$ cat config.mk
export PLATFORM = sky130hd
export DESIGN_NAME = load_aligner
export DESIGN_NICKNAME = d
export VERILOG_FILES = /design/src/rtl/load_aligner.sv
export SDC_FILE = /design/constraint.sdc
export NUM_CORES = 1
export LEC_CHECK = 0
export ABC_AREA = 1
export BUFFER_PORTS_ARGS = -buffer_cell sky130_fd_sc_hd__buf_4
export CORE_AREA = 2 2 129 131
export CTS_BUF_LIST = sky130_fd_sc_hd__clkbuf_8
export DETAILED_ROUTE_END_ITERATION = 10
export DIE_AREA = 0 0 131 133
export PLACE_DENSITY = 0.57
export SETUP_SLACK_MARGIN = 0.1
export SLEW_MARGIN = 10
export SYNTH_ARGS = -nofsm -noshare
export SYNTH_HDL_FRONTEND = slang
export SYNTH_SLANG_ARGS = --single-unit
$ cat constraint.sdc
create_clock -name clk -period 1.7 [get_ports clk]
set_input_delay 0.17 -clock clk [delete_from_list [all_inputs] [get_ports clk]]
set_output_delay 0.17 -clock clk [all_outputs]
set_load 0.01 [all_outputs]
$ cat src/rtl/load_aligner.sv
// Load-path byte aligner: extracts, extends or merges a loaded word for writeback.
// Optional misalignment flagging is enabled by LOAD_ALIGNER_MISALIGN_CHECK_EN.
module load_aligner (
  input  logic        clk,
  input  logic        rst_n,
  input  logic        req_valid,
  output logic        req_ready,
  input  logic [1:0]  req_addr,
  input  logic [2:0]  load_sel,
  input  logic        load_unsigned,
  input  logic [31:0] rt_data,
  input  logic        mem_rvalid,
  input  logic [31:0] mem_rdata,
  output logic        out_valid,
  input  logic        out_ready,
  output logic [31:0] out_data,
  output logic        addr_err
);

  typedef enum logic [1:0] {
    IDLE,
    WAIT,
    HOLD
  } state_t;

  state_t      state, state_nx;
  logic        take_req, take_rsp;
  logic [1:0]  addr_q;
  logic [2:0]  sel_q;
  logic        uns_q;
  logic [31:0] rt_q;
  logic [31:0] data_q, res;
  logic        err_q, err;

  logic        is_byte, is_half, is_word, is_lwr, is_lwl;
  logic [4:0]  sh_r, sh_l;
  logic [31:0] m_sr, m_sl;
  logic [7:0]  b_val;
  logic [15:0] h_val;

  always_ff @(posedge clk) begin
    if (!rst_n) begin
      state  <= IDLE;
      addr_q <= '0;
      sel_q  <= '0;
      uns_q  <= 1'b0;
      rt_q   <= '0;
      data_q <= '0;
      err_q  <= 1'b0;
    end else begin
      state <= state_nx;
      if (take_req) begin
        addr_q <= req_addr;
        sel_q  <= load_sel;
        uns_q  <= load_unsigned;
        rt_q   <= rt_data;
      end
      if (take_rsp) begin
        data_q <= res;
        err_q  <= err;
      end
    end
  end

  always_comb begin
    state_nx  = state;
    take_req  = 1'b0;
    take_rsp  = 1'b0;
    req_ready = 1'b0;
    out_valid = 1'b0;
    unique case (state)
      IDLE: begin
        req_ready = 1'b1;
        if (req_valid) begin
          take_req = 1'b1;
          state_nx = WAIT;
        end
      end
      WAIT: begin
        if (mem_rvalid) begin
          take_rsp = 1'b1;
          state_nx = HOLD;
        end
      end
      HOLD: begin
        out_valid = 1'b1;
        if (out_ready) state_nx = IDLE;
      end
      default: state_nx = IDLE;
    endcase
  end

  // 3-k for a 2-bit k is simply ~k
  assign sh_r  = {addr_q, 3'b000};
  assign sh_l  = {~addr_q, 3'b000};
  assign m_sr  = mem_rdata >> sh_r;
  assign m_sl  = mem_rdata << sh_l;
  assign b_val = m_sr[7:0];
  assign h_val = addr_q[1] ? mem_rdata[31:16] : mem_rdata[15:0];

  assign is_byte = (sel_q == 3'd0);
  assign is_half = (sel_q == 3'd1);
  assign is_word = (sel_q == 3'd2);
  assign is_lwr  = (sel_q == 3'd3);
  assign is_lwl  = sel_q[2];

  always_comb begin
    res = '0;
    unique case (1'b1)
      is_byte: res = {{24{b_val[7] & ~uns_q}}, b_val};
      is_half: res = {{16{h_val[15] & ~uns_q}}, h_val};
      is_word: res = mem_rdata;
      is_lwr:  res = m_sr | (rt_q & ~(32'hFFFF_FFFF >> sh_r));
      is_lwl:  res = m_sl | (rt_q & ~(32'hFFFF_FFFF << sh_l));
      default: res = '0;
    endcase
`ifdef LOAD_ALIGNER_MISALIGN_CHECK_EN
    err = (is_half & addr_q[0]) | (is_word & (|addr_q));
    if (err) res = '0;
`else
    err = 1'b0;
`endif
  end

  assign out_data = data_q;
  assign addr_err = err_q;

endmodule

==> results of run 1 <==
-- synthesized netlist by cell type --
master    count  share of area
a21oi_1      27          0.028
a21oi_2       8          0.015
buf_2        25          0.026
buf_4         6         0.0095
buf_6         3         0.0071
clkbuf_1     20          0.016
conb_1        1        0.00079
dfxtp_1      72           0.30
inv_1        48          0.038
inv_2         7         0.0055
inv_4         2         0.0026
nand2_1     254           0.20
nand2_2       1         0.0013
nand2_4       2         0.0047
nand3_1      79          0.083
nand3_2       3         0.0063
nand3_4       1         0.0037
nand4_1       4         0.0053
nor2_1      142           0.11
nor2_2        2         0.0026
nor2_4        2         0.0047
nor3_1        1         0.0011
o211ai_1      7          0.011
o21a_1        9          0.014
o21ai_0      88          0.093
o21ai_1       5         0.0053
-- cells in the final DEF (no fill, tap or decap), drive strengths merged --
cell | Yosys | layout
clkbuf | 20 | 9
o211ai | 7 | 7
inv | 57 | 57
nor2 | 146 | 146
o21a | 9 | 9
dfxtp | 72 | 72
nand2 | 257 | 257
buf | 34 | 135
o21ai | 93 | 93
nor3 | 1 | 1
nand4 | 4 | 4
nand3 | 83 | 83
bufinv | 0 | 3
clkinvlp | 0 | 2
conb | 1 | 1
clkinv | 0 | 1
a21oi | 35 | 35
-- worst paths after layout --
path                                endpoint  depth (start not counted)  slack, ns
worst max-delay path            out_data[28]                          6       0.17
worst min-delay path                rt_q[29]                          3       0.04
worst max register to register  out_data[28]                          6       0.17
worst min register to register       rt_q[3]                          2       0.46
-- timing repair --
item / 4_1_cts / 5_1_grt
resized for setup: 1 / 10
hold buffers: 0 / 0
setup buffers: 0 / 0
endpoints found under the setup margin: 7 / 14
-- where the power goes --
group	total, µW	switching (µW)	internal, µW
clock	1650	686	963
combinational	1450	891	562
sequential	1930	113	1820
total	5030	1690	3350
-- cell families after synthesis --
| logic type | share of synthesized area |
|---|---|
| other | 0.0007883 |
| and+or+nand+nor | 0.4253 |
| buffers and inverters | 0.1047 |
| AOI/OAI and AO/OA | 0.1662 |
| DFF | 0.3030 |
-- critical path, cell delays in order (launching register included) --
cell and delay [ns]:
dfxtp_4 0.43, buf_4 0.31, nand3_1 0.15, nand3_1 0.15, nand2_1 0.07, nor2_1 0.22, a21oi_2 0.08
-- metal layers --
metal / part of all wire / routed length (µm)
met5: 0 / 0
met1: 0.45 / 7972
met2: 0.46 / 7973
met3: 0.059 / 1036
met4: 0.031 / 540
-- state kept, by name, summed over array words and instances, names as in the netlist --
name      flops
sel_q         3
rt_q         32
addr_q        2
state         2
out_data     32
uns_q         1
-- cell type report --
type | count | area [µm²]
fillers | 1830 | 10060
multi-input cells | 636 | 2825
flip-flops and latches | 72 | 1449
repair buffers | 135 | 1100
well taps | 220 | 275.3
inverters | 57 | 225.2
clock buffers | 9 | 123.9
clock inverters | 6 | 110.1
-- stage by stage --
step	hold slack, ns	utilization	cells	worst slack, ns	total power (µW)
global route	0.03591	0.3777	1135	0.09101	5325
detailed placement	0.4282	0.3613	1120	0.08534	3403
finish	0.04174	0.3777	1135	0.1670	5035
CTS	0.02885	0.3759	1135	0.1126	5055
floorplan	0.3367	-	819	0.3641	2809
global placement	0.4239	0.3613	1120	0.1152	3408
==> impl_metrics.py, run 1 <==
metrics = {
    "floorplan": {
        "initial_core_util": 0.2942,
        "die_x_um": 131,
        "fp.dieH_um": 133,
        "rows": 47,
        "dieArea_um2": 17420,
        "ioPinCount": 110,
        "core_um2": 16170,
    },
    "global_route": {
        "globalRouteMet3Util": 0.04205,
        "grtUsageMet2": 0.3189,
        "grt_max_degree": 43,
        "gr-usage-met1": 0.2773,
        "grt_pass1_wl_um": 27430,
        "gr-usage-all-layers": 0.2051,
        "busiest_layer": "met2",
        "grt_remaining_overflow": 0,
        "grt_pass1_vias": 4962,
        "antenna_found_initial": 0,
    },
    "sta": {
        "hold_viol_final": 0,
        "drv_slew": 0,
        "setup_viol_count_final": 0,
        "fin_skew_ns": 0.009900,
        "finalWorstPathRequiredPeriod_ns": 1.533,
        "rsz0062_at_grt": "yes",
        "final.period_utilization": 0.9017,
        "max_slew_margin": 0.5746,
        "worst_pin_slew_ns": 0.6374,
        "fmax_mhz": 652.3,
        "tns_ns": 0,
    },
    "power_and_ir_drop": {
        "irDropWorstVdd_mv": 0.5450,
        "power.density_nw_per_um2": 824.3,
        "p_leak_uw": 0.002943,
    },
    "run_status": {
        "status": "finished clean",
    },
    "synth": {
        "synth.distinct_cells": 26,
        "ys_warn_count": 0,
        "synth.avg_cell_area_um2": 5.808,
        "synth_seq_cells": 72,
        "syn_area_um2": 4757,
        "yosysSeqAreaShare": 0.3030,
        "synthCells": 819,
        "syn_nets": 894,
    },
    "final_layout": {
        "nNetsFinal": 986,
        "area_growth_syn_to_layout_pct": 28.41,
        "drive_gt1_frac": 0.1978,
        "design_area_um2": 6108,
        "antenna_cells": 0,
    },
    "setup_path": {
        "crit_path_end_kind": "register",
        "crit_type": "register to register",
        "crit_required_ns": 1.96,
        "r2r-start": "addr_q[1]",
        "startpoint_type": "register",
        "cp.arrival_ns": 1.80,
        "crit_fanout": 26,
        "cp-startpoint": "addr_q[1]",
    },
    "cts": {
        "cts_htree_levels": 3,
        "path_clk_slew_ns": 0.08,
        "cts.sinks": 72,
        "cts_max_path_buffers": 2,
        "clock_latency_ns": 0.37,
        "numCtsBuffers": 9,
        "clk_root_buffer_cell": "clkbuf_8",
        "cts_tree": "done",
    },
    "routing": {
        "routed-via-count": 5354,
        "firstDrtPassIters": 5,
        "remaining_drc_errors": 0,
        "drt_iter0_markers": 450,
        "wl_per_cell_um": 15.44,
        "antenna_left": 0,
        "wirelength_um": 17520,
        "vias_per_cell": 4.717,
    },
    "run": {
        "max-cap-violations": 0,
    },
    "placement": {
        "placed_cell_area_um2": 5843,
        "portBuffers": 108,
        "hpwl_um": 13250,
        "place.gp.congestion": 0.9716,
    },
    "hold_path": {
        "hold_class": "input port to register",
        "worstHoldStart": "rt_data[29]",
    },
}
No activity file was read; power rests on OpenSTA's default activity.
==> inputs of run 2 (changes only) <==
--- a/config.mk
+++ b/config.mk
@@ -11,6 +11,7 @@
 export CTS_BUF_LIST = sky130_fd_sc_hd__clkbuf_8
 export DETAILED_ROUTE_END_ITERATION = 10
 export DIE_AREA = 0 0 131 133
+export GPL_TIMING_DRIVEN = 0
 export PLACE_DENSITY = 0.57
 export SETUP_SLACK_MARGIN = 0.1
 export SLEW_MARGIN = 10
==> run 2 against run 1 <==
Effect of this change:
- largest power group unchanged
- non-clock buffer count rose by 28
- highest routed layer unchanged
- maximum frequency fell by 2.1%
- via count rose by 5.9%
==> impl_metrics.py, run 2 (synthesized netlist as in run 1, its figures left out) <==
metrics = {
    "placement": {
        "hpwl_um": 15750,
        "place_inst": 1146,
        "place.gp.congestion": 0.9887,
        "portBuffers": 107,
    },
    "sta": {
        "setup_viol_count_final": 0,
        "rsz0062_at_grt": "yes",
        "drv_slew": 0,
        "fin_skew_ns": 0.007048,
        "worst_pin_slew_ns": 0.7173,
        "max_slew_margin": 0.5218,
        "hold_viol_final": 0,
        "final.period_utilization": 0.9213,
        "fmax_mhz": 638.5,
        "finalWorstPathRequiredPeriod_ns": 1.566,
    },
    "final_layout": {
        "multi_input_comb_area_um2": 2879,
        "regArea_um2": 1444,
        "drive_gt1_frac": 0.2227,
        "nNetsFinal": 1014,
        "antenna_cells": 0,
        "stdcell_count": 1163,
        "final_common_cell": "nand2_1",
        "final_cell_mix": "nand2_1 (253), nor2_1 (133), buf_4 (118), o21ai_0 (86), nand3_1 (77)",
        "area_growth_syn_to_layout_pct": 31.48,
        "nFillCells": 1817,
    },
    "floorplan": {
        "core_um2": 16170,
        "ioPinCount": 110,
        "rows": 47,
        "die_x_um": 131,
        "fp.dieH_um": 133,
        "initial_core_util": 0.2942,
        "dieArea_um2": 17420,
    },
    "setup_path": {
        "reg2reg_depth": 8,
        "path_delay_family": "simple AND/OR/NAND/NOR gates",
        "r2r_slack_ns": 0.13,
        "critPathCapture": "out_data[11]",
        "crit_fanout": 10,
        "path_cells": "buf_6 > buf_6 > buf_4 > nand3_1 > nand2_1 > nand3_1 > nor2_2 > nor2_1",
        "crit_path_end_kind": "register",
        "slowest_stage": "dfxtp_1",
        "critPathBufInv": 3,
        "cp-startpoint": "addr_q[1]",
        "cpPeakStageDelay_ns": 0.33,
        "r2r_end": "out_data[11]",
        "startpoint_type": "register",
        "worstSetupPathDepth": 8,
        "r2r-start": "addr_q[1]",
        "crit_required_ns": 1.97,
        "cp.arrival_ns": 1.83,
        "crit_type": "register to register",
    },
    "routing": {
        "wl_per_cell_um": 17.46,
        "antenna_left": 0,
        "drt_iter0_markers": 514,
        "firstDrtPassIters": 5,
        "remaining_drc_errors": 0,
        "wirelength_um": 20310,
        "routed-via-count": 5668,
        "vias_per_cell": 4.874,
    },
    "power_and_ir_drop": {
        "power.density_nw_per_um2": 832.6,
        "p_leak_uw": 0.003041,
        "irDropWorstVdd_mv": 0.3491,
        "total_power_uw": 5208,
    },
    "global_route": {
        "grt_remaining_overflow": 0,
        "gr-usage-all-layers": 0.2347,
        "gr-usage-met1": 0.3177,
        "globalRouteMet3Util": 0.03882,
        "grt_max_degree": 13,
        "busiest_layer": "met2",
        "antenna_found_initial": 0,
        "grt_pass1_wl_um": 29990,
        "grt_pass1_vias": 5206,
        "grtUsageMet2": 0.3679,
    },
    "run_status": {
        "status": "finished clean",
    },
    "cts": {
        "clk_root_buffer_cell": "clkbuf_8",
        "clock_latency_ns": 0.38,
        "numCtsBuffers": 9,
        "hold_buffers": 0,
        "cts.sinks": 72,
        "path_clk_slew_ns": 0.08,
        "cts_htree_levels": 3,
        "cts_max_path_buffers": 2,
        "cts_tree": "done",
    },
    "run": {
        "max-cap-violations": 0,
    },
    "hold_path": {
        "hold_class": "input port to register",
    },
}
-- run 2: changes by cell type in the layout (fill, tap and decap cells not counted), sizes merged --
cell,before,now
clkbuf,9,35
inv,57,58
clkinvlp,2,0
buf,135,138
-- run 2: final cells by class --
cell class	count	area share
clock buffer	10	0.02200
buffer	54	0.05961
multi-input combinational	636	0.4603
tap	220	0.04401
inverter	57	0.03581
sequential	72	0.2308
timing repair buffer	109	0.1308
clock inverter	5	0.01660
-- run 2: report_power, final --
group | total, µW | internal (µW) | switching (µW)
clock | 1690 | 1010 | 682
combinational | 1600 | 586 | 1020
sequential | 1910 | 1820 | 93.7
-- run 2: what timing repair did --
action	in CTS	in global routing
pin swaps	1	2
gates resized for setup	25	39
setup buffers	1	1
endpoints found under the setup margin	45	37
-- run 2: worst min-delay path by stage --
stage | start | end | slack, ns | cells after the start
5_1_grt | rt_data[28] | rt_q[28] | 0.04 | 3
6_report | rt_data[0] | rt_q[0] | 0.04 | 3
4_1_cts | rt_data[1] | rt_q[1] | 0.02 | 3
3_5_place_dp | rt_data[25] | rt_q[25] | 0.43 | 3
3_3_place_gp | rt_data[11] | rt_q[11] | 0.42 | 3
2_1_floorplan | rt_data[0] | rt_q[0] | 0.34 | 2
-- run 2: per-layer routing --
layer	up-vias	routed length, µm
met5	-	0
li1	2853	-
met4	0	664
met1	2536	9072
met3	41	1288
met2	238	9283
-- run 2: through the flow --
step	setup TNS, ns	instance area, µm²	util	hold WS, ns	worst slack [ns]
after floorplan	0	4757	-	0.3367	0.3641
after global placement	-1.130	5836	0.3609	0.4224	-0.1955
after detailed placement	-0.9145	5836	0.3609	0.4278	-0.1843
after CTS	0	6137	0.3795	0.02171	0.05285
after global routing	0	6255	0.3868	0.03998	0.04383
final	0	6255	0.3868	0.03827	0.1338
-- run 2: worst register-to-register path, stage by stage (launching register included) --
cell and delay, ns:
dfxtp_1 0.33, buf_6 0.17, buf_6 0.19, buf_4 0.20, nand3_1 0.15, nand2_1 0.09, nand3_1 0.10, nor2_2 0.17
nor2_1 0.06
==> inputs of run 3 (changes only) <==
--- a/config.mk
+++ b/config.mk
@@ -5,14 +5,13 @@
 export SDC_FILE = /design/constraint.sdc
 export NUM_CORES = 1
 export LEC_CHECK = 0
-export ABC_AREA = 1
 export BUFFER_PORTS_ARGS = -buffer_cell sky130_fd_sc_hd__buf_4
-export CORE_AREA = 2 2 129 131
+export CORE_AREA = 2 2 123 125
 export CTS_BUF_LIST = sky130_fd_sc_hd__clkbuf_8
 export DETAILED_ROUTE_END_ITERATION = 10
-export DIE_AREA = 0 0 131 133
+export DIE_AREA = 0 0 125 127
 export GPL_TIMING_DRIVEN = 0
-export PLACE_DENSITY = 0.57
+export PLACE_DENSITY = 0.58
 export SETUP_SLACK_MARGIN = 0.1
 export SLEW_MARGIN = 10
 export SYNTH_ARGS = -nofsm -noshare
==> run 3 against run 2 <==
Effect of this change:
- sequential share of layout area rose by 1.3 points
- synthesized area fell by 10%
- clock-buffer cell count did not move
- clock skew increased by 0.0055 ns
- clock power decreased by 24%
- critical path depth decreased by 2
- via count decreased by 19%
- combinational power down 26%
- routed wire length down 11%
- worst setup slack worse by 0.070 ns
- largest cell class unchanged
==> impl_metrics.py, run 3 <==
metrics = {
    "final_layout": {
        "nFillCells": 1491,
        "antenna_cells": 0,
        "regArea_um2": 1444,
        "drive_gt1_frac": 0.3694,
        "area_growth_syn_to_layout_pct": 38.52,
        "stdcell_count": 831,
        "multi_input_comb_area_um2": 2781,
        "nNetsFinal": 717,
        "final_cell_mix": "buf_4 (128), nand2_1 (103), dfxtp_1 (70), a21boi_0 (38), o21ai_0 (35)",
        "final_common_cell": "buf_4",
    },
    "floorplan": {
        "ioPinCount": 110,
        "rows": 44,
        "fp.dieH_um": 127,
        "die_x_um": 125,
        "core_um2": 14420,
        "initial_core_util": 0.2966,
        "dieArea_um2": 15880,
    },
    "hold_path": {
        "worstHoldStart": "rt_data[3]",
        "holdPathStages": 3,
        "hold_class": "input port to register",
    },
    "setup_path": {
        "slowest_stage": "dfxtp_2",
        "worstSetupPathDepth": 6,
        "path_delay_family": "multiplexers",
        "r2r_slack_ns": 0.06,
        "crit_fanout": 5,
        "startpoint_type": "register",
        "cp-startpoint": "addr_q[0]",
        "path_cells": "buf_4 > mux2i_4 > mux2i_4 > a21oi_4 > buf_6 > a31oi_1",
        "cpPeakStageDelay_ns": 0.38,
        "r2r_end": "out_data[22]",
        "r2r-start": "addr_q[0]",
        "critPathCapture": "out_data[22]",
        "cp_common_cell": "mux2i_4",
        "crit_path_end_kind": "register",
        "crit_type": "register to register",
        "critPathBufInv": 2,
        "reg2reg_depth": 6,
        "cp.arrival_ns": 1.88,
        "crit_required_ns": 1.94,
    },
    "synth": {
        "syn_nets": 585,
        "syn_area_um2": 4278,
        "ys_async_sr_fraction": 0,
        "synthTopCellsByCount": "nand2_1 (106), dfxtp_1 (72), a21boi_0 (38), o21ai_0 (37), nor2_1 (34)",
        "synth.distinct_cells": 47,
        "synth_seq_cells": 72,
        "synthCells": 510,
        "yosys-top-cells-area": "dfxtp_1 (34%), nand2_1 (9.3%), a21boi_0 (6.7%)",
        "synthFlopType": "dfxtp_1",
        "synth.avg_cell_area_um2": 8.388,
        "synth-edff-count": 0,
        "synth_top_area_frac": 0.3369,
        "synth_most_common_cell": "nand2_1",
        "ys_warn_count": 0,
        "synth.largest_area_cell": "dfxtp_1",
        "yosysSeqAreaShare": 0.3369,
    },
    "global_route": {
        "grt_max_degree": 14,
        "grt_pass1_vias": 4579,
        "grt_remaining_overflow": 0,
        "antenna_found_initial": 0,
        "grt_pass1_wl_um": 26320,
        "gr-usage-all-layers": 0.2199,
    },
    "cts": {
        "cts_tree": "done",
        "cts.sinks": 72,
        "hold_buffers": 0,
        "path_clk_slew_ns": 0.09,
        "cts_max_path_buffers": 2,
        "cts_htree_levels": 3,
        "numCtsBuffers": 9,
        "clk_root_buffer_cell": "clkbuf_8",
        "clock_latency_ns": 0.37,
    },
    "sta": {
        "finalWorstPathRequiredPeriod_ns": 1.637,
        "tns_ns": 0,
        "hold_viol_final": 0,
        "fin_skew_ns": 0.01251,
        "rsz0062_at_grt": "yes",
        "setup_viol_count_final": 0,
        "fmax_mhz": 611.0,
        "drv_slew": 0,
        "worst_pin_slew_ns": 0.5546,
        "max_slew_margin": 0.6303,
        "final.period_utilization": 0.9627,
    },
    "routing": {
        "routed-via-count": 4564,
        "drt_iter0_markers": 329,
        "vias_per_cell": 5.492,
        "antenna_left": 0,
        "wirelength_um": 18000,
        "remaining_drc_errors": 0,
        "wl_per_cell_um": 21.66,
        "firstDrtPassIters": 6,
    },
    "run": {
        "max-cap-violations": 0,
    },
    "power_and_ir_drop": {
        "irDropWorstVdd_mv": 0.2932,
        "p_leak_uw": 0.002359,
        "power.density_nw_per_um2": 736.5,
    },
    "placement": {
        "hpwl_um": 13300,
        "place.gp.congestion": 0.9400,
        "place_inst": 801,
        "portBuffers": 107,
    },
    "run_status": {
        "status": "finished clean",
    },
}
[run 3: cell count changes in the layout (fill, tap and decap cells not counted), moves of 10 or more]
cell and delta:
buf_4 +10, mux2i_1 +12, mux2_2 +15, inv_1 -46
o21ai_0 -51, nand2_1 -150, nor2_1 -101, a21boi_0 +38
a21oi_1 -17, a31oi_1 +23, a221oi_2 +10, nand3_1 -76
[run 3: timing repair]
item,CTS,global route
gates cloned,3,0
setup buffers,8,3
gates resized for setup,41,55
endpoints found under the hold margin,0,0
endpoints found under the setup margin,44,62
pin swaps,2,6
[run 3: cell families after synthesis]
kind of cell / count (synthesis) / share of synthesized area
muxes: 44 / 0.1401
AOI/OAI and AO/OA: 171 / 0.2808
other: 1 / 0.0008766
buffers and inverters: 50 / 0.06113
and+or+nand+nor: 172 / 0.1802
DFF: 72 / 0.3369
[run 3: worst reg2reg max path, delay by kind of cell, from the launching register on]
| kind | cells | cell delay (ns) |
|---|---|---|
| buffers and inverters | 2 | 0.37 |
| multiplexers | 2 | 0.40 |
| flip-flops | 1 | 0.38 |
| AO/OA/AOI/OAI | 2 | 0.37 |
[run 3: worst min path at each step]
stage                            to  slack, ns
final                       rt_q[3]       0.05
after global routing        rt_q[1]       0.05
after CTS                   rt_q[3]       0.05
after detailed placement    rt_q[2]       0.44
after global placement     sel_q[1]       0.43
after floorplan           addr_q[0]       0.31
[run 3: layout make-up]
cell class                 count  area share
clock buffer                  10     0.02323
timing repair buffer         121      0.1592
buffer                        48     0.05722
sequential                    72      0.2437
clock inverter                 6    0.007179
inverter                       2    0.001267
tap                          184     0.03885
multi-input combinational    388      0.4694
[run 3: layer usage]
metal  global-route usage  vias to the layer above  share of wire  wire, µm
li1                     -                     2137              -         -
met1               0.2943                     2142           0.46      8308
met2               0.3395                      244           0.44      7941
met3              0.04858                       41          0.065      1177
met4               0.1020                        0          0.032       570
met5                    0                        -              0         0
[run 3: power breakdown]
| group | switching, µW | internal (µW) |
|---|---|---|
| combinational | 635 | 559 |
| sequential | 97.4 | 1790 |
| clock | 707 | 571 |
[run 3: through the flow]
step,setup slack (ns),hold slack [ns],cell area [µm²],utilization,power [µW]
finish,0.06337,0.05387,5926,0.4108,4364
global placement,-0.3050,0.4333,5311,0.3682,2947
detailed placement,-0.3027,0.4418,5311,0.3682,2950
CTS,0.08437,0.04544,5673,0.3933,4279
global route,0.02970,0.04860,5926,0.4108,4544
floorplan,0.1658,0.3149,4278,-,2460
